==> src/rtl/gate_barrier_ctrl_pkg.sv <==
`default_nettype none
`timescale 1ns/1ps
// ============================================================================
// Module   : gate_barrier_ctrl_pkg
// Purpose  : Shared types and helpers for the gate barrier controller.
// Revision : 1.0 - initial release
// ============================================================================
package gate_barrier_ctrl_pkg;

    // Barrier position/motion state. The encoding is fixed so the state can
    // be read directly on a debug bus.
    typedef enum logic [1:0] {
        ST_CLOSED  = 2'd0,
        ST_OPENING = 2'd1,
        ST_OPEN    = 2'd2,
        ST_CLOSING = 2'd3
    } gate_state_t;

    // Width of the pass counter driven onto the pass_count pins.
    localparam int C_PASS_W = 8;

    // Width of a counter that spans one full lamp period (two half periods).
    function automatic int blink_cnt_width(input int half_ticks);
        return (half_ticks < 1) ? 1 : $clog2(2 * half_ticks);
    endfunction

endpackage : gate_barrier_ctrl_pkg
`default_nettype wire

==> src/rtl/gate_barrier_ctrl_sync_edge.sv <==
`default_nettype none
`timescale 1ns/1ps
// ============================================================================
// Module   : gate_barrier_ctrl_sync_edge
// Purpose  : Two-flop synchroniser for an asynchronous level, plus single-cycle
//            rise and fall pulses derived from the synchronised level.
// Revision : 1.0 - initial release
// ============================================================================
module gate_barrier_ctrl_sync_edge
    import gate_barrier_ctrl_pkg::*;
(
    input  logic clk,
    input  logic reset,
    input  logic async_in,
    output logic level,
    output logic rise,
    output logic fall
);

    logic r_meta;
    logic r_sync;
    logic r_prev;

    // Metastability stage, synchronised level and its one-cycle-old copy.
    always_ff @(posedge clk) begin
        if (reset) begin
            r_meta <= 1'b0;
            r_sync <= 1'b0;
            r_prev <= 1'b0;
        end else begin
            r_meta <= async_in;
            r_sync <= r_meta;
            r_prev <= r_sync;
        end
    end

    assign level = r_sync;
    assign rise  = r_sync & ~r_prev;
    assign fall  = ~r_sync & r_prev;

endmodule : gate_barrier_ctrl_sync_edge
`default_nettype wire

==> src/rtl/gate_barrier_ctrl.sv <==
`default_nettype none
`timescale 1ns/1ps
// ============================================================================
// Module   : gate_barrier_ctrl
// Purpose  : Barrier motor sequencer. Turns the parking FSM's open request and
//            full flag into motor drive, a fully-open flag, a busy flag, a
//            blinking FULL lamp and a count of cars that cleared the beam.
// Revision : 1.0 - initial release
// ============================================================================
module gate_barrier_ctrl
    import gate_barrier_ctrl_pkg::*;
#(
    parameter int TRAVEL_TICKS = 50,
    parameter int HOLD_TICKS   = 200,
    parameter int BLINK_TICKS  = 25,
    parameter int CNT_W        = 16
)
(
    input  logic                clk,
    input  logic                reset,
    input  logic                open_req,
    input  logic                full_flag,
    input  logic                car_present,
    output logic                motor_up,
    output logic                motor_down,
    output logic                gate_open,
    output logic                busy,
    output logic                full_lamp,
    output logic [C_PASS_W-1:0] pass_count
);

    localparam logic [CNT_W-1:0] C_TRAVEL_LAST = CNT_W'(TRAVEL_TICKS - 1);
    localparam logic [CNT_W-1:0] C_HOLD_LAST   = CNT_W'(HOLD_TICKS - 1);
    localparam int               C_BLINK_W     = blink_cnt_width(BLINK_TICKS);
    localparam logic [C_BLINK_W-1:0] C_BLINK_LAST = C_BLINK_W'(2 * BLINK_TICKS - 1);
    localparam logic [C_BLINK_W-1:0] C_BLINK_HALF = C_BLINK_W'(BLINK_TICKS);

    gate_state_t          r_state;
    logic [CNT_W-1:0]     r_cnt;
    logic [C_BLINK_W-1:0] r_blink_cnt;
    logic                 r_open_req_d;

    logic w_open_edge;
    logic w_cnt_zero;
    logic w_car_level;
    logic w_car_rise;
    logic w_car_fall;

    // The beam sensor is asynchronous; everything downstream sees only the
    // synchronised level and its edges.
    gate_barrier_ctrl_sync_edge u_car_sync (
        .clk      (clk),
        .reset    (reset),
        .async_in (car_present),
        .level    (w_car_level),
        .rise     (w_car_rise),
        .fall     (w_car_fall)
    );

    // open_req is already synchronous, so a single history flop is enough;
    // a level held high produces exactly one request.
    assign w_open_edge = open_req & ~r_open_req_d;
    assign w_cnt_zero  = (r_cnt == '0);

    // Barrier sequencer: state, shared stroke/hold counter and motor outputs.
    // Outputs decode the state held before this edge, so a transition becomes
    // visible on the pins one cycle after it is taken.
    always_ff @(posedge clk) begin
        if (reset) begin
            r_state      <= ST_CLOSED;
            r_cnt        <= '0;
            r_open_req_d <= 1'b0;
            motor_up     <= 1'b0;
            motor_down   <= 1'b0;
            gate_open    <= 1'b0;
            busy         <= 1'b0;
        end else begin
            r_open_req_d <= open_req;
            motor_up     <= (r_state == ST_OPENING);
            motor_down   <= (r_state == ST_CLOSING);
            gate_open    <= (r_state == ST_OPEN);
            busy         <= (r_state != ST_CLOSED);

            case (r_state)
                ST_CLOSED: begin
                    if (w_open_edge) begin
                        r_state <= ST_OPENING;
                        r_cnt   <= C_TRAVEL_LAST;
                    end
                end
                ST_OPENING: begin
                    if (w_cnt_zero) begin
                        r_state <= ST_OPEN;
                        r_cnt   <= C_HOLD_LAST;
                    end else begin
                        r_cnt <= r_cnt - CNT_W'(1);
                    end
                end
                ST_OPEN: begin
                    // A car in the beam or a fresh request restarts the hold,
                    // so the counter can never expire under a car.
                    if (w_car_level || w_open_edge) begin
                        r_cnt <= C_HOLD_LAST;
                    end else if (w_cnt_zero) begin
                        r_state <= ST_CLOSING;
                        r_cnt   <= C_TRAVEL_LAST;
                    end else begin
                        r_cnt <= r_cnt - CNT_W'(1);
                    end
                end
                ST_CLOSING: begin
                    // Reverse from the current position: the distance back up
                    // equals the distance already travelled down.
                    if (w_car_level || w_open_edge) begin
                        r_state <= ST_OPENING;
                        r_cnt   <= C_TRAVEL_LAST - r_cnt;
                    end else if (w_cnt_zero) begin
                        r_state <= ST_CLOSED;
                    end else begin
                        r_cnt <= r_cnt - CNT_W'(1);
                    end
                end
                default: begin
                    r_state <= ST_CLOSED;
                    r_cnt   <= '0;
                end
            endcase
        end
    end

    // Count cars whose synchronised beam signal falls while fully open.
    always_ff @(posedge clk) begin
        if (reset) begin
            pass_count <= '0;
        end else if ((r_state == ST_OPEN) && w_car_fall) begin
            pass_count <= pass_count + C_PASS_W'(1);
        end
    end

    // FULL lamp: high for the first half of each period, restarting from the
    // high phase whenever full_flag is raised again.
    always_ff @(posedge clk) begin
        if (reset || !full_flag) begin
            r_blink_cnt <= '0;
            full_lamp   <= 1'b0;
        end else begin
            full_lamp   <= (r_blink_cnt < C_BLINK_HALF);
            r_blink_cnt <= (r_blink_cnt == C_BLINK_LAST) ? '0 : r_blink_cnt + C_BLINK_W'(1);
        end
    end

    // The motor must never be driven both ways at once.
    a_motor_exclusive: assert property (@(posedge clk) disable iff (reset)
        !(motor_up && motor_down));

    // The synchronised beam cannot rise and fall in the same cycle.
    a_car_edges_exclusive: assert property (@(posedge clk) disable iff (reset)
        !(w_car_rise && w_car_fall));

endmodule : gate_barrier_ctrl
`default_nettype wire

==> config.mk <==
export PLATFORM = sky130hd
export DESIGN_NAME = gate_barrier_ctrl
export DESIGN_NICKNAME = d
export VERILOG_FILES = /design/src/rtl/gate_barrier_ctrl_pkg.sv /design/src/rtl/gate_barrier_ctrl_sync_edge.sv /design/src/rtl/gate_barrier_ctrl.sv
export SDC_FILE = /design/constraint.sdc
export NUM_CORES = 1
export LEC_CHECK = 0
export ABC_AREA = 1
export BUFFER_PORTS_ARGS = -buffer_cell sky130_fd_sc_hd__buf_2
export CAP_MARGIN = 40
export CORE_ASPECT_RATIO = 1.25
export CORE_MARGIN = 3
export CORE_UTILIZATION = 45
export CTS_BUF_LIST = sky130_fd_sc_hd__clkbuf_8 sky130_fd_sc_hd__clkbuf_16
export DETAILED_ROUTE_END_ITERATION = 12
export PLACE_DENSITY_LB_ADDON = 0.3
export SLEW_MARGIN = 0
export SYNTH_ARGS = -nofsm -noshare
export SYNTH_HDL_FRONTEND = slang
export SYNTH_HIERARCHICAL = 1
export SYNTH_SLANG_ARGS = --single-unit
==> constraint.sdc <==
create_clock -name clk -period 1.7 [get_ports clk]
set_clock_uncertainty 0.2 [all_clocks]
set_input_delay 0.085 -clock clk [delete_from_list [all_inputs] [get_ports clk]]
set_output_delay 0.085 -clock clk [all_outputs]
set_load 0.02 [all_outputs]
; ---- Word level (Yosys, flattened, before mapping)
; Cells that the tools add are included.
[word_totals]
ff_bits = 41
inputBits = 5
output_inout_bits = 13
elab_cells = 56
[classes]
addsub = 4
n_lt_le_gt_ge = 1
eq_ne = 10
n_mux = 14
bitwise_logic = 4
reduce_logical = 10
[op_table]
columns = cell, n
row1 = two-way mux 16 bit, 6
row2 = case mux 16 bit (4 select lines), 1
row3 = zero test 16 bit, 1
row4 = "subtractor 16 x 1 -> 16 bit, second input constant", 1
row5 = "subtractor 6 x 16 -> 16 bit, first input constant", 1
row6 = two-way mux 2 bit, 6
row7 = "adder 8 x 1 -> 8 bit, second input constant", 1
row8 = "inequality test 2 bit, second input constant", 4
row9 = case mux 2 bit (4 select lines), 1
row10 = "adder 6 x 1 -> 6 bit, second input constant", 1
row11 = "== test 6 bit, second input constant", 1
row12 = "less-than comparator 6 x 5 -> 1 bit, second input constant", 1
row13 = "inequality test 3 x 2 -> 1 bit, second input constant", 2
row14 = AND reduction 5 bit, 1
row15 = "== test 2 bit, second input constant", 2
row16 = bitwise AND 1 bit, 2
row17 = "== test 2 x 1 -> 1 bit, second input constant", 1
row18 = zero test 2 bit, 1
row19 = logical OR 1 bit, 2
row20 = inverter 1 bit, 2
row21 = AND reduction 2 bit, 1
row22 = nonzero test 2 bit, 1
row23 = OR reduction 2 bit, 1
row24 = logical AND 1 bit, 1
row25 = zero test 1 bit, 1

; ---- Depth between registers and ports, before layout
; Gate-level depths: netlist (run 1).
[logic_depth]
depth_word = 5
ltp_mapped = 14
depth_no_buf = 14

; ---- Cells and area by module
; The synthesis (run 1) kept the hierarchy.
[by_module_without_submodules]
columns = mod, instances, cells_each, area_per_inst_um2, seq_area_each_um2
row1 = gate_barrier_ctrl, 1, 415, 2715.1, 760.7
row2 = gate_barrier_ctrl_sync_edge, 1, 12, 93.8, 60.1

; ---- Least setup slack after synthesis (run 1)
; No wires, ideal clock.
[synth_path]
kind = flip-flop to flip-flop
startpoint = register r_state[0]
endpoint = register pass_count[7]
setup_ns = 0.115
arrival_ns = 1.570
required_ns = 1.385
path_slack_ns = -0.185
stages_incl_launch_ff = 14
path_buffers = 1
synth_period_minus_slack_ns = 1.885
cell_sequence = dfxtp_1 -> inv_1 -> ha_1 -> clkbuf_8 -> nand2_1 -> inv_1 -> nand2_1 -> nor2_1 -> nand2_1 -> inv_1 -> nand3_1 -> nor2_1 -> a21oi_1 -> o21a_1
[synth_between]
elab_chain_cells = 2
[synth_rtl]
columns = item, line_no
row1 = start: declaration, gate_barrier_ctrl.sv:38  ; gate_state_t r_state;
row2 = start signal: assignment, gate_barrier_ctrl.sv:70  ; r_state <= ST_CLOSED;
row3 = start signal: assignment, gate_barrier_ctrl.sv:87  ; r_state <= ST_OPENING;
row4 = start signal: assignment, gate_barrier_ctrl.sv:93  ; r_state <= ST_OPEN;
row5 = == test 2 bit, gate_barrier_ctrl.sv:135  ; end else if ((r_state == ST_OPEN) && w_car_fall) begin
row6 = logical AND 1 bit, gate_barrier_ctrl.sv:135
row7 = end signal: assignment, gate_barrier_ctrl.sv:136  ; pass_count <= pass_count + C_PASS_W'(1);
row8 = end: declaration, gate_barrier_ctrl.sv:29  ; output logic [C_PASS_W-1:0] pass_count
; No other way between the ends.
; A chain may end at the register's enable or synchronous reset.

; ---- Worst setup path after layout (run 1)
[layout_path]
startpoint = register r_cnt[1]
endpoint = register r_cnt[11]
[layout_between]
elab_chain_cells = 4
elab_cells_between_ends = 11
cone_classes = add/sub (2) / eq/ne (1) / mux (6) / reduce/logical (2)
[layout_rtl]
columns = item, line_no
row1 = start: declaration, gate_barrier_ctrl.sv:39  ; logic [CNT_W-1:0] r_cnt;
row2 = start signal: assignment, gate_barrier_ctrl.sv:96  ; r_cnt <= r_cnt - CNT_W'(1);
row3 = start signal: assignment, gate_barrier_ctrl.sv:108  ; r_cnt <= r_cnt - CNT_W'(1);
row4 = start signal: assignment, gate_barrier_ctrl.sv:116  ; r_cnt <= C_TRAVEL_LAST - r_cnt;
row5 = subtractor 16 x 1 -> 16 bit or zero test 16 bit (tied branches), --
row6 = two-way mux 16 bit (on tied branches), "gate_barrier_ctrl.sv:117, gate_barrier_ctrl.sv:104"
row7 = two-way mux 16 bit (on tied branches), "gate_barrier_ctrl.sv:114, gate_barrier_ctrl.sv:102"
row8 = case mux 16 bit (4 select lines), gate_barrier_ctrl.sv:84  ; case (r_state)
; Parallel ways exist; a longest one is shown, timed or not. The select of a mux whose other input is x is not followed.

==> results of run 1 <==
[sequential cells by signal, indices dropped and copies added, names as in the netlist]
register	cells
u_car_sync/r_meta	1
motor_up	1
full_lamp	1
motor_down	1
u_car_sync/r_prev	1
pass_count	8
r_state	2
r_blink_cnt	6
r_cnt	16
u_car_sync/level	1
gate_open	1
busy	1
r_open_req_d	1
[routing by layer]
layer,wire (µm),part of all wire,global-route usage,vias up
met5,0,0,0,-
met4,216,0.027,0.0831,0
met3,295,0.037,0.0317,20
met2,4360,0.54,0.446,74
met1,3150,0.39,0.232,1451
li1,-,-,-,1536
[final cells by class]
class,instances,area (µm²)
well taps,82,103
repair buffers,97,727
flip-flops and latches,41,835
clock buffers,5,68.8
fillers,488,1960
clock inverters,3,18.8
multi-input cells,320,2010
inverters,55,216
[worst max path at each step]
stage               depth (start not counted)       endpoint        from  slack, ns
finish                                     11      r_cnt[11]    r_cnt[1]      -0.07
global route                               11       r_cnt[4]    r_cnt[1]      -0.16
CTS                                        11      r_cnt[11]    r_cnt[1]      -0.03
detailed placement                         11      r_cnt[11]    r_cnt[1]      -0.16
global placement                           11  pass_count[7]  r_state[1]      -0.08
floorplan                                  13  pass_count[7]  r_state[0]      -0.12
[per-stage QoR]
stage,TNS [ns],power (W),cells
floorplan,-0.189,0.00362,426
global placement,-0.690,0.00466,578
detailed placement,-1.12,0.00470,578
finish,-0.656,0.00614,603
CTS,-0.270,0.00577,594
global route,-2.28,0.00658,603
[power breakdown]
group	total, W	switching (W)	internal, W
registers	0.00124	0.000140	0.00109
logic	0.00425	0.00242	0.00183
clock network	0.000656	0.000372	0.000284
total	0.00614	0.00294	0.00321
[critical path, delay by kind of cell, from the launching register on]
family / cells / cell delay, ns
buffers and inverters: 1 / 0.09
AND/OR/NAND/NOR: 8 / 0.82
AO/OA/AOI/OAI: 1 / 0.05
adder cells (fa/ha/maj): 1 / 0.15
flip-flops: 1 / 0.34
[timing repair]
action / in CTS / in global routing
cloned: 0 / 0
hold endpoints to repair: 3 / 0
setup endpoints to repair: 21 / 21
hold buffers: 4 / 0
setup buffers: 4 / 9
pin swaps: 19 / 30
resized for setup: 47 / 43
==> run summary, run 1 <==
Die Area -> 7220 µm²
Layout cell share with drive strength beyond 1 -> 0.363
Worst Hold Class -> input pin to flop
Nature of the critical path startpoint -> flop
Buffer type at the clock tree root -> clkbuf_8
Leading cell type in the layout, fill and taps excluded -> nand2_1
Net count reported at finish -> 537
Wirelength per Cell -> 13.3 µm
Cell row count -> 31
Area Growth Syn to Fin -> 41.8%
Kind of critical path -> flop to flop
Number of design-rule violations left by the first detailed-router iteration -> 164
Number of optimization iterations in the first detailed-route pass -> 5
Startpoint of the worst-slack reg-to-reg timing path -> r_cnt[1]
Number of max-capacitance violations reported -> 0
Number of sinks driven by the clock tree -> 41
Unrepaired setup endpoints after global routing -> true
Highest clock rate -> 0.564 GHz
Pin count of the biggest net entering global routing -> 24
Avg Cell Area, Syn -> 6.58 µm²
Worst setup EP type -> flop
Ordered cell list for the critical path -> inv_4 -> ha_4 -> nand2_4 -> nor2_8 -> nand3_4 -> nor2_4 -> nand2_4 -> nand3_2 -> nand2_2 -> nand2_2 -> a21oi_2
Final min period -> 1.77 ns
Total number of vias -> 3,081
Synthesis Warnings -> 6
TritonCTS Buffers -> 5
Cell area reported after detailed placement -> 3420 µm²
Overflow left after global routing -> 0
Actual slew at the worst max-slew pin -> 0.321 ns
Worst-case setup margin in the final layout -> -0.0734 ns
H-Tree Level Count -> 2
Antenna Cells -> 0
Slowest cell on crit path -> dfxtp_2
Post-synthesis instance total -> 426
CTS clk-pin slew, worst paths -> 0.08 ns
Vias per inst -> 5.11
Endpoint, Worst Hold -> r_cnt[15]
Vias in the first global route -> 3,003
Vertical die dimension -> 94.3 µm
Endpoint arrival time on the critical path -> 1.75 ns
P per Cell Area -> 1540 nW/µm²
Headroom to the max-slew limit -> 0.786
Post-place setup slack -> -0.164 ns
Clock insertion delay at the later pin of the skew report -> 0.30 ns
Max rail drop VDD -> 0.902 mV
Total nets after synthesis -> 443
Initial core utilization -> 0.473
Number of buffers added on ports -> 17
Detailed-placement wirelength estimate -> 5550 µm
Hold violation count in the final report -> 0
Area of all placed cells without fillers -> 3980 µm²
Top library cells by usage in the layout, fill and taps aside -> nand2_1 (107), buf_4 (70), inv_1 (47)
Post-route ant nets -> 0
Total routing resource utilization after global routing -> 0.223
Die span in x -> 76.6 µm
Area of the mapped netlist -> 2810 µm²
Worst-case reg-to-reg path depth -> 11
Setup slack, reg-to-reg -> -0.07 ns
Wire length of the first global-routing pass -> 13,100 µm
Number of pins exceeding their max-slew limit in the final report -> 0
Clock buffer depth -> 2
Worst Hold Launch -> reset
Violated checks -> setup timing
R2r endpoint -> r_cnt[11]
Result of the run -> complete, but fails checks
Peak per-stage delay on the critical path -> 0.34 ns
Top-level I/O count -> 18
WHS Path Cells -> 5
Post-route fraction of the period consumed by the critical path -> 1.04
Clock tree from TritonCTS -> yes
Floorplan core area -> 5930 µm²
Total detailed-routing wirelength -> 8030 µm
Worst-path fanout max -> 7
Leak -> 1.95 nW
Min Hold Slack -> 0.0331 ns
Number of antenna violations at the first check in global routing -> 0
Critical path data required time -> 1.68 ns
Final setup violating endpoints -> 16
Placer congestion estimate -> 0.925
Share of the core filled with cells in the final layout -> 0.670
Residual DRC -> 0
No activity file was read; power rests on OpenSTA's default activity.
==> run 2, diff against run 1 <==
--- a/config.mk
+++ b/config.mk
@@ -14,6 +14,7 @@
 export CTS_BUF_LIST = sky130_fd_sc_hd__clkbuf_8 sky130_fd_sc_hd__clkbuf_16
 export DETAILED_ROUTE_END_ITERATION = 12
 export PLACE_DENSITY_LB_ADDON = 0.3
+export SKIP_CTS_REPAIR_TIMING = 1
 export SLEW_MARGIN = 0
 export SYNTH_ARGS = -nofsm -noshare
 export SYNTH_HDL_FRONTEND = slang
==> constraint.sdc (replaced) <==
create_clock -name clk -period 1.7 [get_ports clk]
set_clock_uncertainty 0.2 [all_clocks]
set_input_delay 0.17 -clock clk [delete_from_list [all_inputs] [get_ports clk]]
set_output_delay 0.17 -clock clk [all_outputs]
set_load 0.02 [all_outputs]
==> run 2 against run 1 <==
Net effect:
- the run ends with hold timing, setup timing left
- sequential share of layout area is 0.85 points higher
- hold slack worse by 0.059 ns
- maximum frequency is 2.9% lower
- critical endpoint is now r_cnt[3]
- die area stayed put
==> run summary, run 2 (synthesized netlist as in run 1, its figures left out) <==
Result of the run -> complete, but fails checks
Violated checks -> hold timing, setup timing
Vias per inst -> 5.07 (-0.76%)
Leak -> 1.88 nW (-3.5%)
H-Tree Level Count -> 2 (unchanged)
Number of design-rule violations left by the first detailed-router iteration -> 131 (-20%)
Critical path data required time -> 1.72 ns (+0.04 ns)
Post-place setup slack -> -0.164 ns (unchanged)
Number of flip-flops in the largest register -> 16 (unchanged)
Nature of the critical path startpoint -> flop
Total number of vias -> 3,012 (-2.2%)
Vertical die dimension -> 94.3 µm (unchanged)
Net switching component of the power -> 0.00287 W (-2.3%)
Number of antenna violations at the first check in global routing -> 0 (unchanged)
Switching part of the total power -> 0.478 (about the same)
Unrepaired setup endpoints after global routing -> true
Largest regs -> r_cnt (16), pass_count (8), r_blink_cnt (6)
Overflow left after global routing -> 0 (unchanged)
Setup Total Neg Slack -> -0.901 ns (-0.246 ns)
Worst-case setup margin in the final layout -> -0.126 ns (-0.0527 ns)
Worst setup EP type -> flop
Residual DRC -> 0 (unchanged)
Total routing resource utilization after global routing -> 0.209 (-0.0137)
Largest reg by FF count -> r_cnt
Highest clock rate -> 0.548 GHz (-2.9%)
Detailed-placement wirelength estimate -> 5550 µm (unchanged)
Post-route fraction of the period consumed by the critical path -> 1.07 (+0.0310)
Cell row count -> 31 (unchanged)
Layout cell share with drive strength beyond 1 -> 0.338 (-0.0249)
Worst-path fanout max -> 4 (-3)
Final Instance Count excl. Fillers -> 594 (-1.5%)
Pin count of the biggest net entering global routing -> 24 (unchanged)
Clock buffer depth -> 2 (unchanged)
Final min period -> 1.83 ns (+0.0527 ns)
Worst-case reg-to-reg path depth -> 10 (-1)
Min Hold Slack -> -0.0258 ns (-0.0588 ns)
Wirelength per Cell -> 13.1 µm (-1.3%)
Worst Hold Class -> input pin to flop
Antenna Cells -> 0 (unchanged)
Net count reported at finish -> 528 (-1.7%)
Hold violation count in the final report -> 1 (+1)
Clock network fraction of total power -> 0.107 (about the same)
Top library cells by usage in the layout, fill and taps aside -> nand2_1 (115), buf_4 (63), inv_1 (48)
Part of the power in registers -> 0.207 (+0.006)
Vias in the first global route -> 2,872 (-4.4%)
Max rail drop VDD -> 0.764 mV (-15%)
Inst Count DP -> 578 (unchanged)
Final setup violating endpoints -> 17 (+1)
Die span in x -> 76.6 µm (unchanged)
Setup slack, reg-to-reg -> -0.13 ns (-0.05 ns)
WHS Path Cells -> 4 (-1)
Endpoint arrival time on the critical path -> 1.85 ns (+0.10 ns)
Area Growth Syn to Fin -> 36.9%
Die Area -> 7220 µm² (unchanged)
Total detailed-routing wirelength -> 7800 µm (-2.8%)
Number of max-capacitance violations reported -> 0 (unchanged)
Number of sinks driven by the clock tree -> 41 (unchanged)
Clock tree from TritonCTS -> yes
Number of pins exceeding their max-slew limit in the final report -> 0 (unchanged)
CTS clk-pin slew, worst paths -> 0.09 ns (about the same)
Headroom to the max-slew limit -> 0.802 (+0.0157)
TritonCTS Buffers -> 5 (unchanged)
Post-route ant nets -> 0 (unchanged)
Top-level I/O count -> 18 (unchanged)
Number of buffers added on ports -> 17 (unchanged)
Kind of critical path -> flop to flop
Wire length of the first global-routing pass -> 12,300 µm (-5.9%)
Combinational power share -> 0.686 (-0.006)
Number of optimization iterations in the first detailed-route pass -> 4 (-1)
Initial core utilization -> 0.473 (unchanged)
Floorplan core area -> 5930 µm² (unchanged)
P per Cell Area -> 1560 nW/µm² (+1.2%)
Internal power -> 0.00313 W (-2.3%)
Share of the core filled with cells in the final layout -> 0.647 (-0.0232)
Clock insertion delay at the later pin of the skew report -> 0.29 ns (about the same)
Buffer type at the clock tree root -> clkbuf_8
Placer congestion estimate -> 0.925 (unchanged)
Actual slew at the worst max-slew pin -> 0.297 ns (-0.0236 ns)
Leading cell type in the layout, fill and taps excluded -> nand2_1
-- run 2: cell types whose count changed in the layout (fill, tap and decap cells not counted), moves of 2 or more --
cell,before,now
buf_4,70,63
nor2_1,38,34
nand2_4,12,10
nand2_2,12,6
nand2_1,107,115
a21oi_1,14,18
nand3_2,7,9
a21oi_2,7,3
nand3_4,4,2
nor2_2,8,13
-- run 2: final timing paths --
path                          start                to
hold reg to reg   u_car_sync/r_meta  u_car_sync/level
setup reg to reg           r_cnt[2]          r_cnt[3]
hold / removal                reset         full_lamp
setup / recovery           r_cnt[2]          r_cnt[3]
-- run 2: per-layer routing --
metal | vias to the layer above | share of wire | track usage
met5 | - | 0 | 0
met2 | 66 | 0.54 | 0.413
met3 | 23 | 0.031 | 0.0307
li1 | 1517 | - | -
met1 | 1406 | 0.40 | 0.225
met4 | 0 | 0.028 | 0.0710
-- run 2: layout make-up --
class / instances / area, µm²
clock inverters: 3 / 18.8
fillers: 521 / 2090
flip-flops and latches: 41 / 838
repair buffers: 88 / 653
inverters: 55 / 214
well taps: 82 / 103
clock buffers: 5 / 68.8
multi-input cells: 320 / 1940
-- run 2: metrics by stage --
step / hold WS [ns] / cell area (µm²) / power, W
detailed placement: 0.181 / 3420 / 0.00470
CTS: -0.121 / 3510 / 0.00536
global route: 0.0254 / 3840 / 0.00647
finish: -0.0258 / 3840 / 0.00600
global placement: 0.168 / 3420 / 0.00466
floorplan: 0.0412 / 2840 / 0.00362
-- run 2: worst max-delay path: stages, from the launching register on --
cell     delay, ns
dfxtp_4       0.40
inv_4         0.05
ha_4          0.17
nand2_4       0.07
nand2_4       0.07
buf_4         0.14
xor2_1        0.23
nand4_1       0.14
nand3_1       0.11
nand2_1       0.05
a21oi_1       0.12
-- run 2: power by group through the flow --
stage / logic (W) / clock network (W) / registers, W
floorplan: 0.00238 / 0 / 0.00123
global placement: 0.00343 / 0 / 0.00123
detailed placement: 0.00347 / 0 / 0.00123
CTS: 0.00350 / 0.000655 / 0.00121
global route: 0.00452 / 0.000689 / 0.00126
finish: 0.00412 / 0.000640 / 0.00124
